<file path="config.mk">
export PLATFORM = sky130hd
export DESIGN_NAME = decode_hazard_unit
export DESIGN_NICKNAME = d
export VERILOG_FILES = /design/src/rtl/decode_pkg.sv /design/src/rtl/decode_hazard_unit_instr_decode.sv /design/src/rtl/decode_hazard_unit.sv
export SDC_FILE = /design/constraint.sdc
export NUM_CORES = 1
export LEC_CHECK = 0
export BUFFER_PORTS_ARGS = -buffer_cell sky130_fd_sc_hd__buf_2
export CORE_ASPECT_RATIO = 1.4
export CORE_MARGIN = 3
export CORE_UTILIZATION = 55
export DETAILED_ROUTE_END_ITERATION = 10
export PLACE_DENSITY_LB_ADDON = 0.15
export SETUP_SLACK_MARGIN = 0.15
export SLEW_MARGIN = 25
export SYNTH_ARGS = -nofsm -noshare
export SYNTH_HDL_FRONTEND = slang
export SYNTH_SLANG_ARGS = --single-unit
</file>
<file path="constraint.sdc">
create_clock -name clk -period 6.5 [get_ports clk]
set_input_delay 0.975 -clock clk [delete_from_list [all_inputs] [get_ports clk]]
set_output_delay 0.975 -clock clk [all_outputs]
set_load 0.005 [all_outputs]
</file>
<file path="src/rtl/decode_pkg.sv">
// Shared decode definitions for the D-stage hazard unit.
// Holds the MIPS field constants, the Tuse/Tnew encodings and the packed control record.
package decode_pkg;

    localparam logic [5:0] OP_SPECIAL = 6'h00, OP_REGIMM = 6'h01, OP_J    = 6'h02, OP_JAL   = 6'h03;
    localparam logic [5:0] OP_BEQ     = 6'h04, OP_BNE    = 6'h05, OP_BLEZ = 6'h06, OP_BGTZ  = 6'h07;
    localparam logic [5:0] OP_ADDI    = 6'h08, OP_ADDIU  = 6'h09, OP_SLTI = 6'h0a, OP_SLTIU = 6'h0b;
    localparam logic [5:0] OP_ANDI    = 6'h0c, OP_ORI    = 6'h0d, OP_XORI = 6'h0e, OP_LUI   = 6'h0f;
    localparam logic [5:0] OP_COP0    = 6'h10;
    localparam logic [5:0] OP_LB = 6'h20, OP_LH = 6'h21, OP_LW = 6'h23, OP_LBU = 6'h24, OP_LHU = 6'h25;
    localparam logic [5:0] OP_SB = 6'h28, OP_SH = 6'h29, OP_SW = 6'h2b;

    localparam logic [5:0] FN_SLL  = 6'h00, FN_SRL  = 6'h02, FN_SRA  = 6'h03, FN_SLLV = 6'h04;
    localparam logic [5:0] FN_SRLV = 6'h06, FN_SRAV = 6'h07, FN_JR   = 6'h08, FN_JALR = 6'h09;
    localparam logic [5:0] FN_ADD  = 6'h20, FN_ADDU = 6'h21, FN_SUB  = 6'h22, FN_SUBU = 6'h23;
    localparam logic [5:0] FN_AND  = 6'h24, FN_OR   = 6'h25, FN_XOR  = 6'h26, FN_NOR  = 6'h27;
    localparam logic [5:0] FN_SLT  = 6'h2a, FN_SLTU = 6'h2b, FN_ERET = 6'h18;

    localparam logic [4:0] RS_MF = 5'h00, RS_MT = 5'h04, RS_CO = 5'h10;
    localparam logic [4:0] RT_BLTZ = 5'h00, RT_BGEZ = 5'h01;

    // Tuse: cycles until D needs the operand; TUSE_NONE never triggers a stall
    localparam logic [1:0] TUSE_0 = 2'd0, TUSE_1 = 2'd1, TUSE_2 = 2'd2, TUSE_NONE = 2'd3;
    // Tnew: cycles until the result becomes forwardable, counted from E entry
    localparam logic [1:0] TNEW_0 = 2'd0, TNEW_1 = 2'd1, TNEW_2 = 2'd2;

    typedef enum logic [3:0] {
        ALU_ADD, ALU_SUB, ALU_AND, ALU_OR, ALU_XOR, ALU_NOR,
        ALU_SLT, ALU_SLTU, ALU_SLL, ALU_SRL, ALU_SRA, ALU_LUI
    } alu_op_e;
    typedef enum logic       {EXT_ZERO, EXT_SIGN} ext_op_e;
    typedef enum logic [2:0] {LS_NONE, LS_B, LS_BU, LS_H, LS_HU, LS_W} ls_sel_e;
    typedef enum logic [2:0] {NPC_PC4, NPC_BR, NPC_J, NPC_JR, NPC_EPC} npc_sel_e;
    typedef enum logic [1:0] {RD_ALU, RD_MEM, RD_PC8, RD_CP0} reg_data_e;

    typedef struct packed {
        logic      regwr;
        logic      alusrc;
        alu_op_e   alu_op;
        ext_op_e   ext_op;
        ls_sel_e   ls_sel;
        npc_sel_e  npc_sel;
        reg_data_e reg_data;
        logic      shiftv;
        logic      dmwr;
        logic      cp0wr;
        logic      cp0rd;
        logic      eret;
        logic      ovf;
        logic      ri;
    } ctrl_t;

    localparam int CTRL_W = $bits(ctrl_t);

    function automatic alu_op_e fn_alu(input logic [5:0] fn);
        case (fn)
            FN_SUB, FN_SUBU:   return ALU_SUB;
            FN_AND:            return ALU_AND;
            FN_OR:             return ALU_OR;
            FN_XOR:            return ALU_XOR;
            FN_NOR:            return ALU_NOR;
            FN_SLT:            return ALU_SLT;
            FN_SLTU:           return ALU_SLTU;
            FN_SLL, FN_SLLV:   return ALU_SLL;
            FN_SRL, FN_SRLV:   return ALU_SRL;
            FN_SRA, FN_SRAV:   return ALU_SRA;
            default:           return ALU_ADD;
        endcase
    endfunction

    function automatic alu_op_e op_alu(input logic [5:0] op);
        case (op)
            OP_SLTI:  return ALU_SLT;
            OP_SLTIU: return ALU_SLTU;
            OP_ANDI:  return ALU_AND;
            OP_ORI:   return ALU_OR;
            OP_XORI:  return ALU_XOR;
            OP_LUI:   return ALU_LUI;
            default:  return ALU_ADD;
        endcase
    endfunction

    function automatic ls_sel_e ls_of(input logic [5:0] op);
        case (op)
            OP_LB, OP_SB: return LS_B;
            OP_LBU:       return LS_BU;
            OP_LH, OP_SH: return LS_H;
            OP_LHU:       return LS_HU;
            OP_LW, OP_SW: return LS_W;
            default:      return LS_NONE;
        endcase
    endfunction

    // Tnew ticks down once per advance and never wraps below zero
    function automatic logic [1:0] tnew_dec(input logic [1:0] t);
        return (t == TNEW_0) ? TNEW_0 : (t - 2'd1);
    endfunction

endpackage

</file>
<file path="src/rtl/decode_hazard_unit_instr_decode.sv">
// Purely combinational MIPS decoder: control record, destination, Tnew and Tuse per operand.
module instr_decode
    import decode_pkg::*;
(
    input  logic [31:0] i_instr,
    output ctrl_t       o_ctrl,
    output logic [4:0]  o_dst,
    output logic [1:0]  o_tnew,
    output logic [1:0]  o_tuse_rs,
    output logic [1:0]  o_tuse_rt,
    output logic        o_legal
);
    logic [5:0] w_op, w_fn;
    logic [4:0] w_rs, w_rt, w_rd;
    ctrl_t      w_ctrl;
    logic [4:0] w_dst;
    logic [1:0] w_tnew, w_tuse_rs, w_tuse_rt;
    logic       w_legal;

    assign w_op = i_instr[31:26];
    assign w_rs = i_instr[25:21];
    assign w_rt = i_instr[20:16];
    assign w_rd = i_instr[15:11];
    assign w_fn = i_instr[5:0];

    // Field decode of the supported integer ISA
    always_comb begin
        w_ctrl    = ctrl_t'('0);
        w_dst     = 5'd0;
        w_tnew    = TNEW_0;
        w_tuse_rs = TUSE_NONE;
        w_tuse_rt = TUSE_NONE;
        w_legal   = 1'b1;
        case (w_op)
            OP_SPECIAL: begin
                case (w_fn)
                    FN_SLL, FN_SRL, FN_SRA, FN_SLLV, FN_SRLV, FN_SRAV,
                    FN_ADD, FN_ADDU, FN_SUB, FN_SUBU, FN_AND, FN_OR,
                    FN_XOR, FN_NOR, FN_SLT, FN_SLTU: begin
                        w_ctrl.regwr  = 1'b1;
                        w_ctrl.alu_op = fn_alu(w_fn);
                        w_ctrl.shiftv = (w_fn[5:2] == 4'b0001);
                        w_ctrl.ovf    = (w_fn == FN_ADD) || (w_fn == FN_SUB);
                        w_dst         = w_rd;
                        w_tnew        = TNEW_1;
                        w_tuse_rt     = TUSE_1;
                        // fixed-amount shifts take shamt, not rs
                        w_tuse_rs     = (w_fn[5:2] == 4'b0000) ? TUSE_NONE : TUSE_1;
                    end
                    FN_JR: begin
                        w_ctrl.npc_sel = NPC_JR;
                        w_tuse_rs      = TUSE_0;
                    end
                    FN_JALR: begin
                        w_ctrl.regwr    = 1'b1;
                        w_ctrl.npc_sel  = NPC_JR;
                        w_ctrl.reg_data = RD_PC8;
                        w_dst           = w_rd;
                        w_tuse_rs       = TUSE_0;
                    end
                    default: w_legal = 1'b0;
                endcase
            end
            OP_REGIMM: begin
                if ((w_rt == RT_BLTZ) || (w_rt == RT_BGEZ)) begin
                    w_ctrl.npc_sel = NPC_BR;
                    w_tuse_rs      = TUSE_0;
                end else begin
                    w_legal = 1'b0;
                end
            end
            OP_J: w_ctrl.npc_sel = NPC_J;
            OP_JAL: begin
                w_ctrl.regwr    = 1'b1;
                w_ctrl.npc_sel  = NPC_J;
                w_ctrl.reg_data = RD_PC8;
                w_dst           = 5'd31;
            end
            OP_BEQ, OP_BNE: begin
                w_ctrl.npc_sel = NPC_BR;
                w_ctrl.ext_op  = EXT_SIGN;
                w_tuse_rs      = TUSE_0;
                w_tuse_rt      = TUSE_0;
            end
            OP_BLEZ, OP_BGTZ: begin
                w_ctrl.npc_sel = NPC_BR;
                w_ctrl.ext_op  = EXT_SIGN;
                w_tuse_rs      = TUSE_0;
            end
            OP_ADDI, OP_ADDIU, OP_SLTI, OP_SLTIU, OP_ANDI, OP_ORI, OP_XORI, OP_LUI: begin
                w_ctrl.regwr  = 1'b1;
                w_ctrl.alusrc = 1'b1;
                w_ctrl.alu_op = op_alu(w_op);
                w_ctrl.ext_op = (w_op[5:2] == 4'b0011) ? EXT_ZERO : EXT_SIGN;
                w_ctrl.ovf    = (w_op == OP_ADDI);
                w_dst         = w_rt;
                w_tnew        = TNEW_1;
                w_tuse_rs     = (w_op == OP_LUI) ? TUSE_NONE : TUSE_1;
            end
            OP_LB, OP_LH, OP_LW, OP_LBU, OP_LHU: begin
                w_ctrl.regwr    = 1'b1;
                w_ctrl.alusrc   = 1'b1;
                w_ctrl.ext_op   = EXT_SIGN;
                w_ctrl.ls_sel   = ls_of(w_op);
                w_ctrl.reg_data = RD_MEM;
                w_dst           = w_rt;
                w_tnew          = TNEW_2;
                w_tuse_rs       = TUSE_1;
            end
            OP_SB, OP_SH, OP_SW: begin
                w_ctrl.alusrc = 1'b1;
                w_ctrl.ext_op = EXT_SIGN;
                w_ctrl.ls_sel = ls_of(w_op);
                w_ctrl.dmwr   = 1'b1;
                w_tuse_rs     = TUSE_1;
                w_tuse_rt     = TUSE_2;
            end
            OP_COP0: begin
                case (w_rs)
                    RS_MF: begin
                        w_ctrl.regwr    = 1'b1;
                        w_ctrl.cp0rd    = 1'b1;
                        w_ctrl.reg_data = RD_CP0;
                        w_dst           = w_rt;
                        w_tnew          = TNEW_2;
                    end
                    RS_MT: begin
                        w_ctrl.cp0wr = 1'b1;
                        w_tuse_rt    = TUSE_2;
                    end
                    RS_CO: begin
                        if (w_fn == FN_ERET) begin
                            w_ctrl.eret    = 1'b1;
                            w_ctrl.npc_sel = NPC_EPC;
                        end else begin
                            w_legal = 1'b0;
                        end
                    end
                    default: w_legal = 1'b0;
                endcase
            end
            default: w_legal = 1'b0;
        endcase
    end

    // Unsupported encodings become a no-write bubble that only carries the ri flag
    always_comb begin
        if (w_legal) begin
            o_ctrl    = w_ctrl;
            o_dst     = w_dst;
            o_tnew    = w_tnew;
            o_tuse_rs = w_tuse_rs;
            o_tuse_rt = w_tuse_rt;
        end else begin
            o_ctrl    = ctrl_t'('0);
            o_ctrl.ri = 1'b1;
            o_dst     = 5'd0;
            o_tnew    = TNEW_0;
            o_tuse_rs = TUSE_NONE;
            o_tuse_rt = TUSE_NONE;
        end
        o_legal = w_legal;
    end

endmodule

</file>
<file path="src/rtl/decode_hazard_unit.sv">
// D-stage decode with an E..W in-flight scoreboard producing stall and forward selects.
module decode_hazard_unit
    import decode_pkg::*;
#(
    parameter int STAGES = 3,
    parameter int NREG   = 32,
    parameter int RA_W   = $clog2(NREG),
    parameter int SW     = $clog2(STAGES + 1)
) (
    input  logic              clk,
    input  logic              reset,
    input  logic [31:0]       instr_d,
    input  logic              valid_d,
    input  logic              stall_ext,
    input  logic              flush,
    output logic              stall_d,
    output logic [SW-1:0]     fwd_rs_d,
    output logic [SW-1:0]     fwd_rt_d,
    output logic              illegal_d,
    output logic              e_valid,
    output logic [RA_W-1:0]   e_dst,
    output logic [CTRL_W-1:0] e_ctrl
);
    // stage k of the scoreboard: 1 = E ... STAGES = W
    logic [STAGES:1]           r_valid;
    logic [STAGES:1][RA_W-1:0] r_dst;
    logic [STAGES:1][1:0]      r_tnew;
    ctrl_t                     r_e_ctrl;

    ctrl_t           w_dec_ctrl;
    logic [4:0]      w_dec_dst;
    logic [1:0]      w_dec_tnew, w_dec_tuse_rs, w_dec_tuse_rt;
    logic            w_dec_legal;
    logic [RA_W-1:0] w_rs, w_rt, w_dst_d;
    logic            w_hit_rs, w_hit_rt;
    logic [SW-1:0]   w_fwd_rs, w_fwd_rt;

    instr_decode u_decode (
        .i_instr   (instr_d),
        .o_ctrl    (w_dec_ctrl),
        .o_dst     (w_dec_dst),
        .o_tnew    (w_dec_tnew),
        .o_tuse_rs (w_dec_tuse_rs),
        .o_tuse_rt (w_dec_tuse_rt),
        .o_legal   (w_dec_legal)
    );

    assign w_rs    = RA_W'(instr_d[25:21]);
    assign w_rt    = RA_W'(instr_d[20:16]);
    assign w_dst_d = RA_W'(w_dec_dst);

    // Scan youngest-last so the smallest matching stage wins the forward select
    always_comb begin
        w_hit_rs = 1'b0;
        w_hit_rt = 1'b0;
        w_fwd_rs = '0;
        w_fwd_rt = '0;
        for (int k = STAGES; k >= 1; k--) begin
            if (r_valid[k] && (r_dst[k] != '0) && (r_dst[k] == w_rs)) begin
                w_fwd_rs = SW'(k);
                w_hit_rs = w_hit_rs | (r_tnew[k] > w_dec_tuse_rs);
            end else begin
                w_fwd_rs = w_fwd_rs;
            end
            if (r_valid[k] && (r_dst[k] != '0) && (r_dst[k] == w_rt)) begin
                w_fwd_rt = SW'(k);
                w_hit_rt = w_hit_rt | (r_tnew[k] > w_dec_tuse_rt);
            end else begin
                w_fwd_rt = w_fwd_rt;
            end
        end
    end

    assign stall_d   = valid_d & (w_hit_rs | w_hit_rt);
    assign fwd_rs_d  = w_fwd_rs;
    assign fwd_rt_d  = w_fwd_rt;
    assign illegal_d = valid_d & ~w_dec_legal;

    // Scoreboard advance with priority flush > external freeze > hazard bubble > normal
    always_ff @(posedge clk or negedge reset) begin
        if (!reset) begin
            r_valid  <= '0;
            r_dst    <= '0;
            r_tnew   <= '0;
            r_e_ctrl <= ctrl_t'('0);
        end else if (flush) begin
            r_valid  <= '0;
            r_dst    <= '0;
            r_tnew   <= '0;
            r_e_ctrl <= ctrl_t'('0);
        end else if (stall_ext) begin
            r_valid  <= r_valid;
            r_dst    <= r_dst;
            r_tnew   <= r_tnew;
            r_e_ctrl <= r_e_ctrl;
        end else begin
            for (int k = STAGES; k >= 2; k--) begin
                r_valid[k] <= r_valid[k-1];
                r_dst[k]   <= r_dst[k-1];
                r_tnew[k]  <= tnew_dec(r_tnew[k-1]);
            end
            if (stall_d) begin
                r_valid[1] <= 1'b0;
                r_dst[1]   <= '0;
                r_tnew[1]  <= TNEW_0;
                r_e_ctrl   <= ctrl_t'('0);
            end else begin
                r_valid[1] <= valid_d;
                r_dst[1]   <= valid_d ? w_dst_d : '0;
                r_tnew[1]  <= valid_d ? w_dec_tnew : TNEW_0;
                r_e_ctrl   <= valid_d ? w_dec_ctrl : ctrl_t'('0);
            end
        end
    end

    assign e_valid = r_valid[1];
    assign e_dst   = r_dst[1];
    assign e_ctrl  = r_e_ctrl;

endmodule
</file>
==> results of run 1 <==
## power groups by stage
stage / clock network [mW] / logic, mW / registers (mW)
after floorplan: 0 / 0.0614 / 0.297
after global placement: 0 / 0.0919 / 0.298
after detailed placement: 0 / 0.0942 / 0.298
after CTS: 0.185 / 0.0944 / 0.292
after global routing: 0.196 / 0.105 / 0.292
final: 0.181 / 0.0949 / 0.292
## critical path, cell delays in order
cell      delay, ps
buf_2           200
nor2_1          270
nand3_1         160
nand3b_1        270
o2111a_1        250
or4b_1          630
ha_1            320
nor2_1           50
or2_2           260
a222oi_1        400
a2111o_1        180
nand3_1          80
o21a_1          190
buf_2           130
## per-layer routing
metal / track usage / vias up / share of wire
li1: - / 1467 / -
met1: 0.301 / 1464 / 0.40
met2: 0.477 / 119 / 0.51
met3: 0.0311 / 29 / 0.049
met4: 0.130 / 0 / 0.041
met5: 0 / - / 0
## through the flow
stage | hold WS (ps) | setup slack [ps] | cell area, µm² | utilization
floorplan | 463 | 1780 | 3220 | -
global placement | 451 | 1160 | 3490 | 0.623
detailed placement | 469 | 1150 | 3490 | 0.623
CTS | 489 | 1130 | 3590 | 0.640
global route | 510 | 962 | 3590 | 0.640
finish | 480 | 1140 | 3590 | 0.640
## flip-flops by register name, summed over array words and instances (netlist names)
register,cells
e_ctrl,22
r_dst,10
r_tnew,6
e_dst,5
r_valid,3
## kinds of logic (layout without fill, tap and decap cells)
family,Yosys count,count (layout)
and+or+nand+nor,155,155
AOI/OAI and AO/OA,94,94
DFF,46,46
buffers and inverters,44,88
xor gates and xnor gates,30,30
muxes,13,13
adders and majority gates,6,6
## cell type report
cell class / count / area share
inverters: 13 / 0.0136
multi-input cells: 298 / 0.521
repair buffers: 67 / 0.0955
well taps: 68 / 0.0237
clock inverters: 1 / 0.00139
clock buffers: 7 / 0.0241
flip-flops and latches: 46 / 0.321
## Yosys cell counts (8+ instances only)
cell      count  area share
a22o_1        8       0.022
inv_1        10       0.012
nor2_1       45       0.052
xnor2_1      18       0.049
o21ai_0       9       0.014
nand2_1      45       0.052
nand3_1      16       0.025
xor2_1       12       0.033
mux2i_1      13       0.040
o21ai_1      23       0.036
dfrtp_1      46        0.36
a21oi_1      18       0.028
clkbuf_1     16       0.019
## worst min path at each step
stage	end	slack, ps	cells past startpoint
detailed placement	e_ctrl[3]	470	2
global placement	e_ctrl[3]	450	2
CTS	e_ctrl[3]	490	2
global route	e_ctrl[19]	510	2
floorplan	e_ctrl[3]	460	2
finish	e_ctrl[3]	480	2
## layout by cell type (no fill, tap or decap), types with 6 or more instances in the layout
cell type,instances
buf_2,64
dfrtp_1,46
nor2_1,45
nand2_1,45
o21ai_1,23
xnor2_1,18
a21oi_1,18
nand3_1,16
mux2i_1,13
xor2_1,12
inv_1,10
o21ai_0,9
a22o_1,8
nor3_1,7
a211oi_1,7
nor4_1,6
nand2b_1,6
ha_1,6
clkbuf_8,6
==> impl_metrics.yaml, run 1 <==
run_status:
  status: "complete, no violations"
setup_path:
  crit_required_ps: 5520
  path_max_fanout: 17
  rrSetupSlack_ps: 3940
  critPathCaptureType: "output port"
  worstRegToRegCells: 7
  start_kind: "input pin"
  r2r_end: "e_ctrl[12]"
  rr_startpoint: "r_dst[6]"
  crit_arrival_ps: 4380
  critPathLaunch: "instr_d[27]"
  critical_path_class: "in -> out"
  endpoint: "stall_d"
drt:
  drtIter0Drc: 189
  dr.pass1.iters: 7
  num_vias: 3079
  wl_per_cell_um: 17.5
  drcViolationCount: 0
  drt-vias-per-instance: 6.16
  drtAntennaViolNets: 0
  routed_wirelength_mm: 8.75
timing:
  worst_slew_pin_slew_ps: 734
  fmax_mhz: 187
  finalHoldViolations: 0
  setup_tns_ps: 0
  rsz0062_at_grt: "false"
  period_share: 0.824
  fin_worst_skew_ps: 3.57
  slew_viol_final: 0
  period_minus_slack_ps: 5360
  setup_violations: 0
  slew_headroom: 0.506
clocking:
  ctsResizeCount: 0
  cts_sinks: 46
  post_cts_buffers: 0
  clk_latency_ps: 300
  postCtsHoldBufs: 0
  cts_max_level: 2
  clock_path_buffers: 2
  cts.clk_slew.worst_paths_ps: 80
  numCtsBuffers: 5
  cts_tree: "built"
  cts_root_buffer: "clkbuf_8"
layout:
  nFillCells: 509
  area.growth.synth_to_final_pct: 11.4
  diodes: 0
  final_nets: 474
  fin_cells: 500
  regArea_mm2: 0.00115
  multi_input_area_mm2: 0.00187
  drive_gt1_frac: 0.204
synthesis:
  synth_flop_cell: "dfrtp_1"
  yosys_register_bits: 46
  syn_nets: 431
  synth_adder_area_share: 0.0233
  syn-cell-area_mm2: 0.00322
  syn_avg_cell_area_um2: 8.30
  ys_warn_count: 0
  syn_inst: 388
  synth_compound_area_frac: 0.193
  synth_xor_area_frac: 0.0816
  async_reset_ff_frac: 1.00
  synth_simple_gate_area_frac: 0.241
  synthMuxAreaShare: 0.0404
  yosysUniqueCellTypes: 58
  synth_top_family_by_area: "simple AND/OR/NAND/NOR gates"
  synth-edff-count: 0
  yosysSeqAreaShare: 0.357
grt:
  grt_use_total: 0.261
  overflow: 0
  grt_pass1_wl_mm: 14.2
  antenna_found_initial: 0
  grt_max_degree: 47
  first_global_vias: 3019
power_and_ir_drop:
  vdd_drop_max_mv: 0.104
  p_int_uw: 408
  seqPwrFrac: 0.514
  p_switching_uw: 160
  power_frac_comb: 0.167
  total_power_uw: 568
  clkPwrFrac: 0.319
  power.density_mw_per_mm2: 158
  p_leak_nw: 1.68
  p_sw_frac: 0.282
floorplan:
  num_rows: 32
  dieWidth_um: 70.7
  start_util: 0.575
  die-height_um: 96.6
  fp.coreArea_mm2: 0.00561
  dieArea_mm2: 0.00683
  boundaryPins: 71
placement:
  gp_congestion: 0.924
  port_buffers: 65
  dp.cells: 492
  hpwl_mm: 6.61
job:
  maxCapViolations: 0
min_path:
  hold_path_class: "reg -> reg"
  hold_start: "e_ctrl[3]"
(Power assumes the default switching activity.)
==> run 2, diff against run 1 <==
--- a/config.mk
+++ b/config.mk
@@ -8,7 +8,7 @@
 export BUFFER_PORTS_ARGS = -buffer_cell sky130_fd_sc_hd__buf_2
 export CORE_ASPECT_RATIO = 1.4
 export CORE_MARGIN = 3
-export CORE_UTILIZATION = 55
+export CORE_UTILIZATION = 50
 export DETAILED_ROUTE_END_ITERATION = 10
 export PLACE_DENSITY_LB_ADDON = 0.15
 export SETUP_SLACK_MARGIN = 0.15
==> constraint.sdc (replaced) <==
create_clock -name clk -period 4.5 [get_ports clk]
set_input_delay 0.675 -clock clk [delete_from_list [all_inputs] [get_ports clk]]
set_output_delay 0.675 -clock clk [all_outputs]
set_load 0.005 [all_outputs]
==> impl_metrics.yaml, run 2 (same netlist as run 1, synthesis figures left out) <==
grt:
  antenna_found_initial: 0
  grt_pass1_wl_mm: 15.3
  grt_max_degree: 47
  overflow: 0
  grt_use_total: 0.265
  first_global_vias: 3060
setup_path:
  endpoint: "stall_d"
  cp_cell_sequence: "buf_6 -> nor4b_4 -> buf_4 -> nand3_4 -> nand3b_1 -> o2111a_1 -> or4b_4 -> ha_4 -> nor2_2 -> or2_4 -> a222oi_1 -> a2111o_1 -> nand3_1 -> o21a_1 -> buf_2"
  critPathCaptureType: "output port"
  crit_arrival_ps: 3690
  r2r_end: "e_ctrl[12]"
  critPathLaunch: "instr_d[24]"
  path_delay_family: "simple AND/OR/NAND/NOR gates"
  worstRegToRegCells: 7
  start_kind: "input pin"
  path_buf_inv: 3
  path_max_fanout: 4
  critical_path_class: "in -> out"
  rr_startpoint: "r_dst[13]"
  critical_path_depth: 15
  rrSetupSlack_ps: 1900
  cpPeakStageDelay_ps: 570
  critPathSlowestCell: "or4b_4"
  crit_required_ps: 3830
clocking:
  cts.clk_slew.worst_paths_ps: 100
  numCtsBuffers: 5
  clock_path_buffers: 2
  clk_latency_ps: 310
  cts_sinks: 46
  cts_tree: "built"
  postCtsHoldBufs: 0
  cts_root_buffer: "clkbuf_8"
  post_cts_buffers: 0
  cts_max_level: 2
placement:
  postPlaceCellArea_mm2: 0.00377
  port_buffers: 65
  gp_congestion: 0.944
  hpwl_mm: 7.20
drt:
  drtIter0Drc: 186
  drcViolationCount: 0
  met3_length_um: 336
  dr.pass1.iters: 5
  wl_met1_mm: 3.93
  wl_per_cell_um: 17.4
  drtAntennaViolNets: 0
  routed_wirelength_mm: 9.39
  top_layer_used: "met4"
  num_vias: 3175
  drt-vias-per-instance: 5.88
  route.met2.wl_mm: 4.85
power_and_ir_drop:
  p_switching_uw: 253
  power.density_mw_per_mm2: 239
  total_power_uw: 961
  p_sw_frac: 0.263
  vdd_drop_max_mv: 0.183
  seqPwrFrac: 0.439
  clkPwrFrac: 0.388
  p_leak_nw: 1.89
  power_frac_comb: 0.173
  p_int_uw: 709
layout:
  largest_reg_flops: 22
  multi_input_area_mm2: 0.00196
  drive_gt1_frac: 0.288
  fin_util: 0.643
  diodes: 0
  nFillCells: 558
  area.growth.synth_to_final_pct: 24.7
  layout_commonest_cell: "buf_2"
  final_nets: 510
  design_area_mm2: 0.00402
  regArea_mm2: 0.00115
  mostFrequentLayoutCells: "60 x buf_2, 46 x dfrtp_1, 45 x nand2_1"
floorplan:
  fp.coreArea_mm2: 0.00625
  start_util: 0.515
  boundaryPins: 71
  dieWidth_um: 73.8
  dieArea_mm2: 0.00746
  die-height_um: 101
  num_rows: 34
run_status:
  status: "complete, no violations"
timing:
  period_share: 0.971
  fmax_mhz: 229
  period_minus_slack_ps: 4370
  finalHoldViolations: 0
  slew_headroom: 0.526
  slew_viol_final: 0
  worst_slew_pin_slew_ps: 710
  fin_worst_skew_ps: 15.0
  whs_ps: 367
  setup_violations: 0
  rsz0062_at_grt: "true"
job:
  maxCapViolations: 0
min_path:
  hold_path_class: "in -> async"
==> run 2: cell types whose count changed in the layout (fill, tap and decap cells not counted), sizes merged <==
cell / change
buf: +35
bufinv: +2
clkbuf: -1
==> run 2: layout make-up <==
| class | instances | area share |
|---|---|---|
| flip-flops and latches | 46 | 0.286 |
| multi-input cells | 298 | 0.488 |
| inverters | 13 | 0.0121 |
| clock inverters | 3 | 0.0171 |
| clock buffers | 5 | 0.0171 |
| repair buffers | 103 | 0.157 |
| well taps | 72 | 0.0224 |
==> run 2: power by group through the flow <==
stage	Combinational (mW)	Clock, mW	Sequential [mW]
6_report	0.166	0.373	0.422
2_1_floorplan	0.0887	0	0.429
3_5_place_dp	0.159	0	0.430
5_1_grt	0.182	0.394	0.422
3_3_place_gp	0.156	0	0.430
4_1_cts	0.165	0.383	0.422
==> run 2: repair_timing <==
| action | 4_1_cts | 5_1_grt |
|---|---|---|
| endpoints found under the setup margin | 1 | 1 |
| resized for setup | 17 | 1 |
| pin swaps | 8 | 0 |
==> run 2: metrics by stage <==
stage,setup TNS [ps],cells,worst slack [ps]
floorplan,0,388,382
global placement,-34.1,532,-34.1
detailed placement,-76.2,532,-76.2
CTS,0,540,120
global route,-41.9,540,-41.9
finish,0,540,132
==> run 2: worst min path at each step <==
| stage | to | cells after the start |
|---|---|---|
| floorplan | e_ctrl[0] | 0 |
| global placement | e_ctrl[3] | 2 |
| detailed placement | e_ctrl[3] | 2 |
| CTS | e_ctrl[3] | 2 |
| global route | r_dst[14] | 1 |
| finish | r_dst[14] | 1 |
==> run 2: worst register-to-register path: cells and delay by family (launching register included) <==
kind             cells  cell delay [ps]
XOR/XNOR             1              170
AO/OA/AOI/OAI        3              920
AND/OR/NAND/NOR      3              940
flip-flops           1              450
==> run 2: routing by layer <==
metal	vias up	global-route usage
met5	-	0
met4	0	0.106
met3	25	0.0339
met2	90	0.456
met1	1527	0.329
li1	1533	-
==> run 3, diff against run 2 <==
--- a/config.mk
+++ b/config.mk
@@ -15,4 +15,5 @@
 export SLEW_MARGIN = 25
 export SYNTH_ARGS = -nofsm -noshare
 export SYNTH_HDL_FRONTEND = slang
+export SYNTH_HIERARCHICAL = 1
 export SYNTH_SLANG_ARGS = --single-unit
==> impl_metrics.yaml, run 3 <==
setup_path:
  crit_required_ps: 3830
  critPathCaptureType: "output port"
  rrSetupSlack_ps: 2050
  worstRegToRegCells: 7
  r2r_end: "e_ctrl[7]"
  critPathLaunch: "instr_d[27]"
  critical_path_class: "in -> out"
  rr_startpoint: "e_dst[3]"
  endpoint: "stall_d"
  path_max_fanout: 19
  crit_arrival_ps: 3190
  start_kind: "input pin"
drt:
  drtAntennaViolNets: 0
  num_vias: 3057
  drcViolationCount: 0
  dr.pass1.iters: 4
  drt-vias-per-instance: 5.95
  routed_wirelength_mm: 9.35
  wl_per_cell_um: 18.2
  drtIter0Drc: 165
synthesis:
  syn_nets: 426
  synth-edff-count: 0
  synth_common_cells: "46 x dfrtp_1, 36 x nor2_1, 32 x a22o_1, 21 x nand2_1, 20 x xor2_1"
  yosysUniqueCellTypes: 68
  synth_flop_cell: "dfrtp_1"
  yosys_register_bits: 46
  ys_warn_count: 6
  syn-cell-area_mm2: 0.00348
  synth_most_common_cell: "dfrtp_1"
  yosysSeqAreaShare: 0.331
  yosysTopAreaCellShare: 0.331
  syn_inst: 377
  async_reset_ff_frac: 1.00
  yosysTopAreaCell: "dfrtp_1"
  syn_avg_cell_area_um2: 9.22
  synth_area_leaders: "dfrtp_1 33%, a22o_1 8.1%, xor2_1 5.0%, ha_1 4.3%, nor2_1 3.9%"
floorplan:
  fp.coreArea_mm2: 0.00666
  num_rows: 35
  start_util: 0.522
  die-height_um: 105
  dieWidth_um: 76.5
  dieArea_mm2: 0.00801
  boundaryPins: 71
placement:
  port_buffers: 65
  hpwl_mm: 6.94
  dp_slack_ps: 652
  postPlaceCellArea_mm2: 0.00377
  gp_congestion: 0.930
timing:
  finalHoldViolations: 0
  fmax_mhz: 259
  period_share: 0.860
  slew_viol_final: 0
  rsz0062_at_grt: "false"
  slew_headroom: 0.506
  worst_slew_pin_slew_ps: 734
  setup_violations: 0
  fin_ws_ps: 632
  whs_ps: 347
  setup_tns_ps: 0
  fin_worst_skew_ps: 5.24
  period_minus_slack_ps: 3870
clocking:
  cts_tree: "built"
  cts_max_level: 2
  cts_sinks: 46
  cts.clk_slew.worst_paths_ps: 90
  ctsResizeCount: 0
  post_cts_buffers: 0
  clock_path_buffers: 2
  postCtsHoldBufs: 0
  cts_root_buffer: "clkbuf_8"
  numCtsBuffers: 5
  clk_latency_ps: 300
grt:
  grt_use_total: 0.236
  grt_max_degree: 47
  overflow: 0
  grt_pass1_wl_mm: 15.4
  first_global_vias: 2981
  antenna_found_initial: 0
layout:
  area.growth.synth_to_final_pct: 10.8
  drive_gt1_frac: 0.218
  layout_commonest_cell: "buf_2"
  final_nets: 470
  diodes: 0
  mostFrequentLayoutCells: "64 x buf_2, 46 x dfrtp_1, 36 x nor2_1"
  design_area_mm2: 0.00385
  largest_reg_flops: 22
  nFillCells: 617
run_status:
  status: "complete, no violations"
power_and_ir_drop:
  vdd_drop_max_mv: 0.127
  p_leak_nw: 1.94
  power.density_mw_per_mm2: 216
  total_power_uw: 834
min_path:
  hold_path_class: "in -> async"
job:
  maxCapViolations: 0
## run 3: cell types whose count changed after synthesis, moves of 9 or more
cell     before  now
nand2_1      45   21
a22o_1        8   32
o21ai_1      23    4
nand3_1      16    4
nor2_1       45   36
nor2b_1       2   13
## run 3: worst min path at each step
| stage | start | to | cells past startpoint |
|---|---|---|---|
| floorplan | reset | e_ctrl[0] | 0 |
| global placement | e_ctrl[0] | e_ctrl[0] | 1 |
| detailed placement | e_ctrl[20] | e_ctrl[20] | 1 |
| CTS | reset | r_tnew[4] | 1 |
| global route | reset | r_tnew[4] | 1 |
| finish | reset | r_tnew[4] | 1 |
## run 3: cells by family after synthesis
| family | Yosys count | synth area share |
|---|---|---|
| compound gates | 99 | 0.230 |
| mux | 13 | 0.0374 |
| flops | 46 | 0.331 |
| buf+inv | 44 | 0.0644 |
| simple gates | 133 | 0.218 |
| fa+ha+maj | 12 | 0.0432 |
| xor+xnor | 30 | 0.0756 |
## run 3: metal layers
layer  up-vias  GRT usage  share of wire
met3        27     0.0293          0.039
met4         0      0.109          0.039
li1       1468          -              -
met1      1473      0.282           0.40
met5         -          0              0
met2        89      0.417           0.52
## run 3: per-stage QoR
step | utilization | std cells
6_report | 0.579 | 514
5_1_grt | 0.579 | 514
4_1_cts | 0.579 | 514
3_5_place_dp | 0.566 | 506
3_3_place_gp | 0.565 | 506
2_1_floorplan | - | 377
## run 3: area by class of cell
cell class              count  area (µm²)  share of cell area
clock buffers               6        72.6              0.0188
flip-flops and latches     46        1150               0.299
well taps                  92         115              0.0299
clock inverters             2        13.8             0.00357
repair buffers             67         343              0.0890
multi-input cells         287        2100               0.546
inverters                  14        52.6              0.0136
## run 3: critical path, cell delays in order
cell and delay (ps):
buf_2 200, nor4_2 470, nand2_1 180, a31o_2 240
o211ai_1 160, inv_1 110, ha_1 290, nor2b_1 140
o21ai_1 170, o22ai_2 140, o31a_1 300, buf_2 120
## run 3: report_power, final
part	switching, mW	internal (mW)
combinational	0.0957	0.0564
sequential	0.00479	0.417
clock	0.150	0.110
total	0.250	0.584
